File: src/rtl/p2s_addr_data_tx_if.sv
// Request and serial-line bundle for p2s_addr_data_tx. The transmitter owns the
// serial lines (master); the frame requester drives start/address/data_in (slave).
interface p2s_addr_data_tx_if #(
  parameter int ADDR_WIDTH = 12,
  parameter int DATA_WIDTH = 8
);
  logic                  start;
  logic [ADDR_WIDTH-1:0] address;
  logic [DATA_WIDTH-1:0] data_in;
  logic                  ready;
  logic                  tx_address;
  logic                  tx_addr_valid;
  logic                  tx_data;
  logic                  tx_data_valid;
  logic                  done;

  modport master (
    input  start, address, data_in,
    output ready, tx_address, tx_addr_valid, tx_data, tx_data_valid, done
  );

  modport slave (
    output start, address, data_in,
    input  ready, tx_address, tx_addr_valid, tx_data, tx_data_valid, done
  );
endinterface

File: src/rtl/p2s_addr_data_tx.sv
// Parallel-to-serial transmitter: address LSB-first on tx_address, then data LSB-first on tx_data.
// Define P2S_PARITY_EN to append one even-parity bit on tx_data after the data bits.
module p2s_addr_data_tx #(
  parameter int ADDR_WIDTH = 12,
  parameter int DATA_WIDTH = 8
) (
  input  logic               clk,
  input  logic               rstn,
  p2s_addr_data_tx_if.master bus
);

`ifdef P2S_PARITY_EN
  typedef enum logic [2:0] {IDLE, ADDR, DATA, PARITY, DONE} state_t;
`else
  typedef enum logic [2:0] {IDLE, ADDR, DATA, DONE} state_t;
`endif

  localparam logic [4:0] ADDR_LAST = 5'(ADDR_WIDTH - 1);
  localparam logic [4:0] DATA_LAST = 5'(DATA_WIDTH - 1);

  state_t                state;
  logic [4:0]            cnt;
  logic [ADDR_WIDTH-1:0] addr_sr;
  logic [DATA_WIDTH-1:0] data_sr;
`ifdef P2S_PARITY_EN
  logic                  parity;
`endif

  // Outputs are loaded one edge ahead, so the state names the bit currently on the line.
  always_ff @(posedge clk or negedge rstn) begin
    if (!rstn) begin
      state             <= IDLE;
      cnt               <= '0;
      addr_sr           <= '0;
      data_sr           <= '0;
`ifdef P2S_PARITY_EN
      parity            <= 1'b0;
`endif
      bus.ready         <= 1'b1;
      bus.tx_address    <= 1'b0;
      bus.tx_addr_valid <= 1'b0;
      bus.tx_data       <= 1'b0;
      bus.tx_data_valid <= 1'b0;
      bus.done          <= 1'b0;
    end else begin
      case (state)
        IDLE: begin
          if (bus.start) begin
            addr_sr           <= bus.address >> 1;
            data_sr           <= bus.data_in;
`ifdef P2S_PARITY_EN
            parity            <= ^bus.data_in;
`endif
            cnt               <= '0;
            bus.ready         <= 1'b0;
            bus.tx_address    <= bus.address[0];
            bus.tx_addr_valid <= 1'b1;
            state             <= ADDR;
          end
        end

        ADDR: begin
          if (cnt == ADDR_LAST) begin
            cnt               <= '0;
            bus.tx_address    <= 1'b0;
            bus.tx_addr_valid <= 1'b0;
            bus.tx_data       <= data_sr[0];
            bus.tx_data_valid <= 1'b1;
            data_sr           <= data_sr >> 1;
            state             <= DATA;
          end else begin
            cnt               <= cnt + 5'd1;
            bus.tx_address    <= addr_sr[0];
            addr_sr           <= addr_sr >> 1;
          end
        end

        DATA: begin
          if (cnt == DATA_LAST) begin
            cnt               <= '0;
`ifdef P2S_PARITY_EN
            bus.tx_data       <= parity;
            state             <= PARITY;
`else
            bus.tx_data       <= 1'b0;
            bus.tx_data_valid <= 1'b0;
            bus.done          <= 1'b1;
            state             <= DONE;
`endif
          end else begin
            cnt               <= cnt + 5'd1;
            bus.tx_data       <= data_sr[0];
            data_sr           <= data_sr >> 1;
          end
        end

`ifdef P2S_PARITY_EN
        PARITY: begin
          cnt               <= '0;
          bus.tx_data       <= 1'b0;
          bus.tx_data_valid <= 1'b0;
          bus.done          <= 1'b1;
          state             <= DONE;
        end
`endif

        DONE: begin
          bus.done  <= 1'b0;
          bus.ready <= 1'b1;
          state     <= IDLE;
        end

        default: begin
          state <= IDLE;
        end
      endcase
    end
  end

endmodule
File: src/flat_wrapper.sv
// flat-port wrapper written by rule: the top's interface ports become plain ports
module p2s_addr_data_tx_flat 
#(
  parameter int ADDR_WIDTH = 12,
  parameter int DATA_WIDTH = 8
)
  (clk, rstn, bus_start, bus_address, bus_data_in, bus_ready, bus_tx_address, bus_tx_addr_valid, bus_tx_data, bus_tx_data_valid, bus_done);
  p2s_addr_data_tx_if #(.ADDR_WIDTH(ADDR_WIDTH), .DATA_WIDTH(DATA_WIDTH)) bus_i ();
  input  logic clk;
  input  logic rstn;
  input wire logic [$bits(bus_i.start)-1:0] bus_start;
  input wire logic [$bits(bus_i.address)-1:0] bus_address;
  input wire logic [$bits(bus_i.data_in)-1:0] bus_data_in;
  output wire logic [$bits(bus_i.ready)-1:0] bus_ready;
  output wire logic [$bits(bus_i.tx_address)-1:0] bus_tx_address;
  output wire logic [$bits(bus_i.tx_addr_valid)-1:0] bus_tx_addr_valid;
  output wire logic [$bits(bus_i.tx_data)-1:0] bus_tx_data;
  output wire logic [$bits(bus_i.tx_data_valid)-1:0] bus_tx_data_valid;
  output wire logic [$bits(bus_i.done)-1:0] bus_done;
  assign bus_i.start = bus_start;
  assign bus_i.address = bus_address;
  assign bus_i.data_in = bus_data_in;
  assign bus_ready = bus_i.ready;
  assign bus_tx_address = bus_i.tx_address;
  assign bus_tx_addr_valid = bus_i.tx_addr_valid;
  assign bus_tx_data = bus_i.tx_data;
  assign bus_tx_data_valid = bus_i.tx_data_valid;
  assign bus_done = bus_i.done;
  p2s_addr_data_tx #(.ADDR_WIDTH(ADDR_WIDTH), .DATA_WIDTH(DATA_WIDTH)) u_core (.clk(clk), .rstn(rstn), .bus(bus_i));
endmodule
File: config.mk
export PLATFORM = sky130hd
export DESIGN_NAME = p2s_addr_data_tx_flat
export DESIGN_NICKNAME = d
export VERILOG_FILES = /design/src/rtl/p2s_addr_data_tx_if.sv /design/src/rtl/p2s_addr_data_tx.sv /design/src/flat_wrapper.sv
export SDC_FILE = /design/constraint.sdc
export NUM_CORES = 1
export LEC_CHECK = 0
export CAP_MARGIN = 20
export CORE_ASPECT_RATIO = 0.6
export CORE_MARGIN = 3
export CORE_UTILIZATION = 57
export DETAILED_ROUTE_END_ITERATION = 10
export PLACE_DENSITY_LB_ADDON = 0.25
export SKIP_CTS_REPAIR_TIMING = 1
export SKIP_LAST_GASP = 1
export SLEW_MARGIN = 25
export SYNTH_ARGS = -nofsm -noshare
export SYNTH_HDL_FRONTEND = slang
export SYNTH_SLANG_ARGS = --single-unit
File: constraint.sdc
create_clock -name clk -period 4.6 [get_ports clk]
set_clock_uncertainty 0.1 [all_clocks]
set_input_delay 0.69 -clock clk [delete_from_list [all_inputs] [get_ports clk]]
set_output_delay 0.69 -clock clk [all_outputs]
set_load 0.02 [all_outputs]
==> impl_metrics.yaml <==
run_status:
  status: "finished, final reports clean"
cells_and_area:
  fin_nets: 215
  final_common_cell: "dfrtp_1"
  final_cell_mix: "dfrtp_1 (31), clkdlybuf4s50_1 (28), mux2_2 (15), mux2i_1 (14)"
  nFillCells: 161
  areaGrowthSynthToFinish_pct: 21.6
  drive_above_1_share_pct: 18.2
  diodes: 0
worst_setup_path:
  crit_chain: "inv_1, ha_1, buf_4, mux2i_1, a21oi_2, nor2_1, a21oi_1"
  cp.arrival_ns: 2.52
  path_buf_inv: 2
  crit_family: "compound AO/OA/AOI/OAI gates"
  max_stage_delay_ns: 0.69
  required_ns: 4.69
  cp-start-kind: "flip-flop"
  critical_path_class: "reg -> reg"
  cp_max_fo: 25
  critPathSlowestCell: "a21oi_2"
  crit_path_end_kind: "flip-flop"
floorplanning:
  die_y_um: 49.1
  die_area_sq_um: 3830
  start_util_pct: 65.1
  boundaryPins: 29
  fp.dieW_um: 77.9
  core_area_sq_um: 2720
  rows: 14
grt:
  grt_util_met3_pct: 7.01
  grt_usage_pct: 22.9
  grt_overflow: 0
  busiest_layer: "met1"
  grt_pass1_vias: 1329
  met2_usage_pct: 32.2
  grt_antenna_before_repair: 0
  grt_pass1_wl_um: 6760
  met1_usage_pct: 33.2
  grt_max_degree: 33
routing:
  drc: 0
  vias: 1315
  drt_iter0_drc: 120
  wl_um: 3830
  wl_per_cell_um: 16.9
  ant_nets: 0
  viasPerCell: 5.79
  drtPass1Iterations: 4
sta:
  setup_slack_ns: 2.17
  min_period_over_period_pct: 52.8
  rsz0062_at_grt: "no"
  setup_viol: 0
  tightest_slew_ns: 0.898
  slew_viol_final: 0
  finalSetupTns_ns: 0
  hold_viol_final: 0
  maxSlewHeadroom_pct: 40.1
  fin_crit_ns: 2.43
  clock.fmax_mhz: 411
logic_synthesis:
  avgSynthCellArea_sq_um: 11.3
  yosys.area.top_type: "dfrtp_1"
  ys_ff_latch: 32
  synth_top_area_share_pct: 43.9
  synthArstFlopShare_pct: 100
  yosysWarnings: 0
  synth_cell_type_count: 42
  synth_seq_area_share_pct: 45.4
  ys.flop_type: "dfrtp_1"
  synth_cells: 156
  synth_edf_count: 0
  syn_nets: 185
  synth_area_leaders: "dfrtp_1 (44%), mux2_2 (9.6%), mux2i_1 (7.9%)"
  netlist_area_sq_um: 1770
power:
  power_frac_seq_pct: 34.2
  swShare_pct: 39.4
  p_sw_mw: 0.561
  ir_drop_mv: 0.404
  comb_power_share_pct: 51.5
  intPower_mw: 0.862
  clkPwrFrac_pct: 14.3
  power.total_mw: 1.42
  power.leakage_nw: 0.896
  powerDensity_nw_per_um2: 663
cts:
  clockRootBuffer: "clkbuf_8"
  clk_path_buf_depth: 2
  clk_pin_slew_ns: 0.06
  cts_sinks: 32
  clock_latency_ns: 0.28
  cts_made_buffers: 5
  cts_max_level: 2
  tritoncts: "yes"
placed_design:
  portBuffers: 28
  place_congestion: 0.754
  hpwl_um: 2770
  post-place-ws_ns: 2.07
hold_path:
  hold_path_class: "reg -> reg"
run:
  cap_violations: 0
==> sequential cells by signal, indices dropped and copies added, names as in the netlist <==
name / cells
u_core.data_sr: 8
u_core.addr_sr: 11
u_core.bus.tx_data_valid: 1
u_core.cnt: 5
u_core.bus.tx_address: 1
u_core.state: 2
u_core.bus.tx_data: 1
u_core.bus.done: 1
u_core.bus.ready: 1
u_core.bus.tx_addr_valid: 1
==> routing by layer <==
metal	routed length, um	part of all wire, %
met1	1780	46
met2	1730	45
met3	234	6.1
met4	81	2.1
met5	0	0
==> logic make-up after synthesis <==
family,count (synthesis),synth area share [%]
mux,30,18.3
buf+inv,14,4.04
flops,32,45.4
fa+ha+maj,6,4.25
simple gates,37,13.2
compound gates,37,14.8
==> power groups by stage <==
stage | combinational, mW | clock, mW | sequential [mW]
after floorplan | 0.568 | 0 | 0.478
after global placement | 0.690 | 0 | 0.477
after detailed placement | 0.725 | 0 | 0.486
after CTS | 0.734 | 0.210 | 0.483
after global routing | 0.814 | 0.226 | 0.501
final | 0.733 | 0.204 | 0.486
==> cell type report <==
type	instances	area (sq um)	share of cell area [%]
Clock buffer	7	76.3	3.55
Clock inverter	1	5.00	0.233
Inverter	7	26.3	1.22
Multi-Input combinational cell	110	893	41.6
Sequential cell	32	802	37.3
Tap cell	40	50.0	2.33
Timing Repair Buffer	30	295	13.7
==> worst reg2reg max path, cell delays in order (launching register included) <==
cell,delay [ns]
dfrtp_1,0.44
inv_1,0.10
ha_1,0.14
buf_4,0.31
mux2i_1,0.19
a21oi_2,0.69
nor2_1,0.15
a21oi_1,0.23
==> metrics by stage <==
| step | std cells | cell area, sq um | utilization (%) | hold WS [ns] |
|---|---|---|---|---|
| detailed placement | 219 | 2070 | 76.1 | 0.393 |
| CTS | 227 | 2150 | 79.1 | 0.407 |
| finish | 227 | 2150 | 79.1 | 0.401 |
| global route | 227 | 2150 | 79.1 | 0.425 |
| global placement | 219 | 2070 | 76.1 | 0.383 |
| floorplan | 156 | 1770 | - | 0.294 |
==> cells in the mapped netlist, types with 2 or more instances <==
cell       number
buf_2           2
inv_1           7
buf_4           2
nand3_1         2
dfrtp_1        31
o21ai_0         6
ha_1            6
o31ai_1         3
mux2_2         15
o21a_1          2
nand2_1         8
nor4_1          2
a31oi_1         2
a21oi_1        13
nor2b_1         2
nor2_1         13
nand4bb_4       2
mux2i_1        14
==> path summary, 6_finish.rpt <==
path,start,cells past startpoint,slack [ns],to
setup / recovery,u_core.state[1],7,2.17,u_core.addr_sr[3]
hold / removal,u_core.data_sr[2],1,0.40,u_core.data_sr[2]
setup reg to reg,u_core.state[1],7,2.17,u_core.addr_sr[3]
hold reg to reg,u_core.data_sr[2],1,0.40,u_core.data_sr[2]
max in group asynchronous,rstn,2,3.37,u_core.bus.ready
min in group asynchronous,rstn,2,0.71,u_core.data_sr[3]
(Power assumes the default switching activity.)
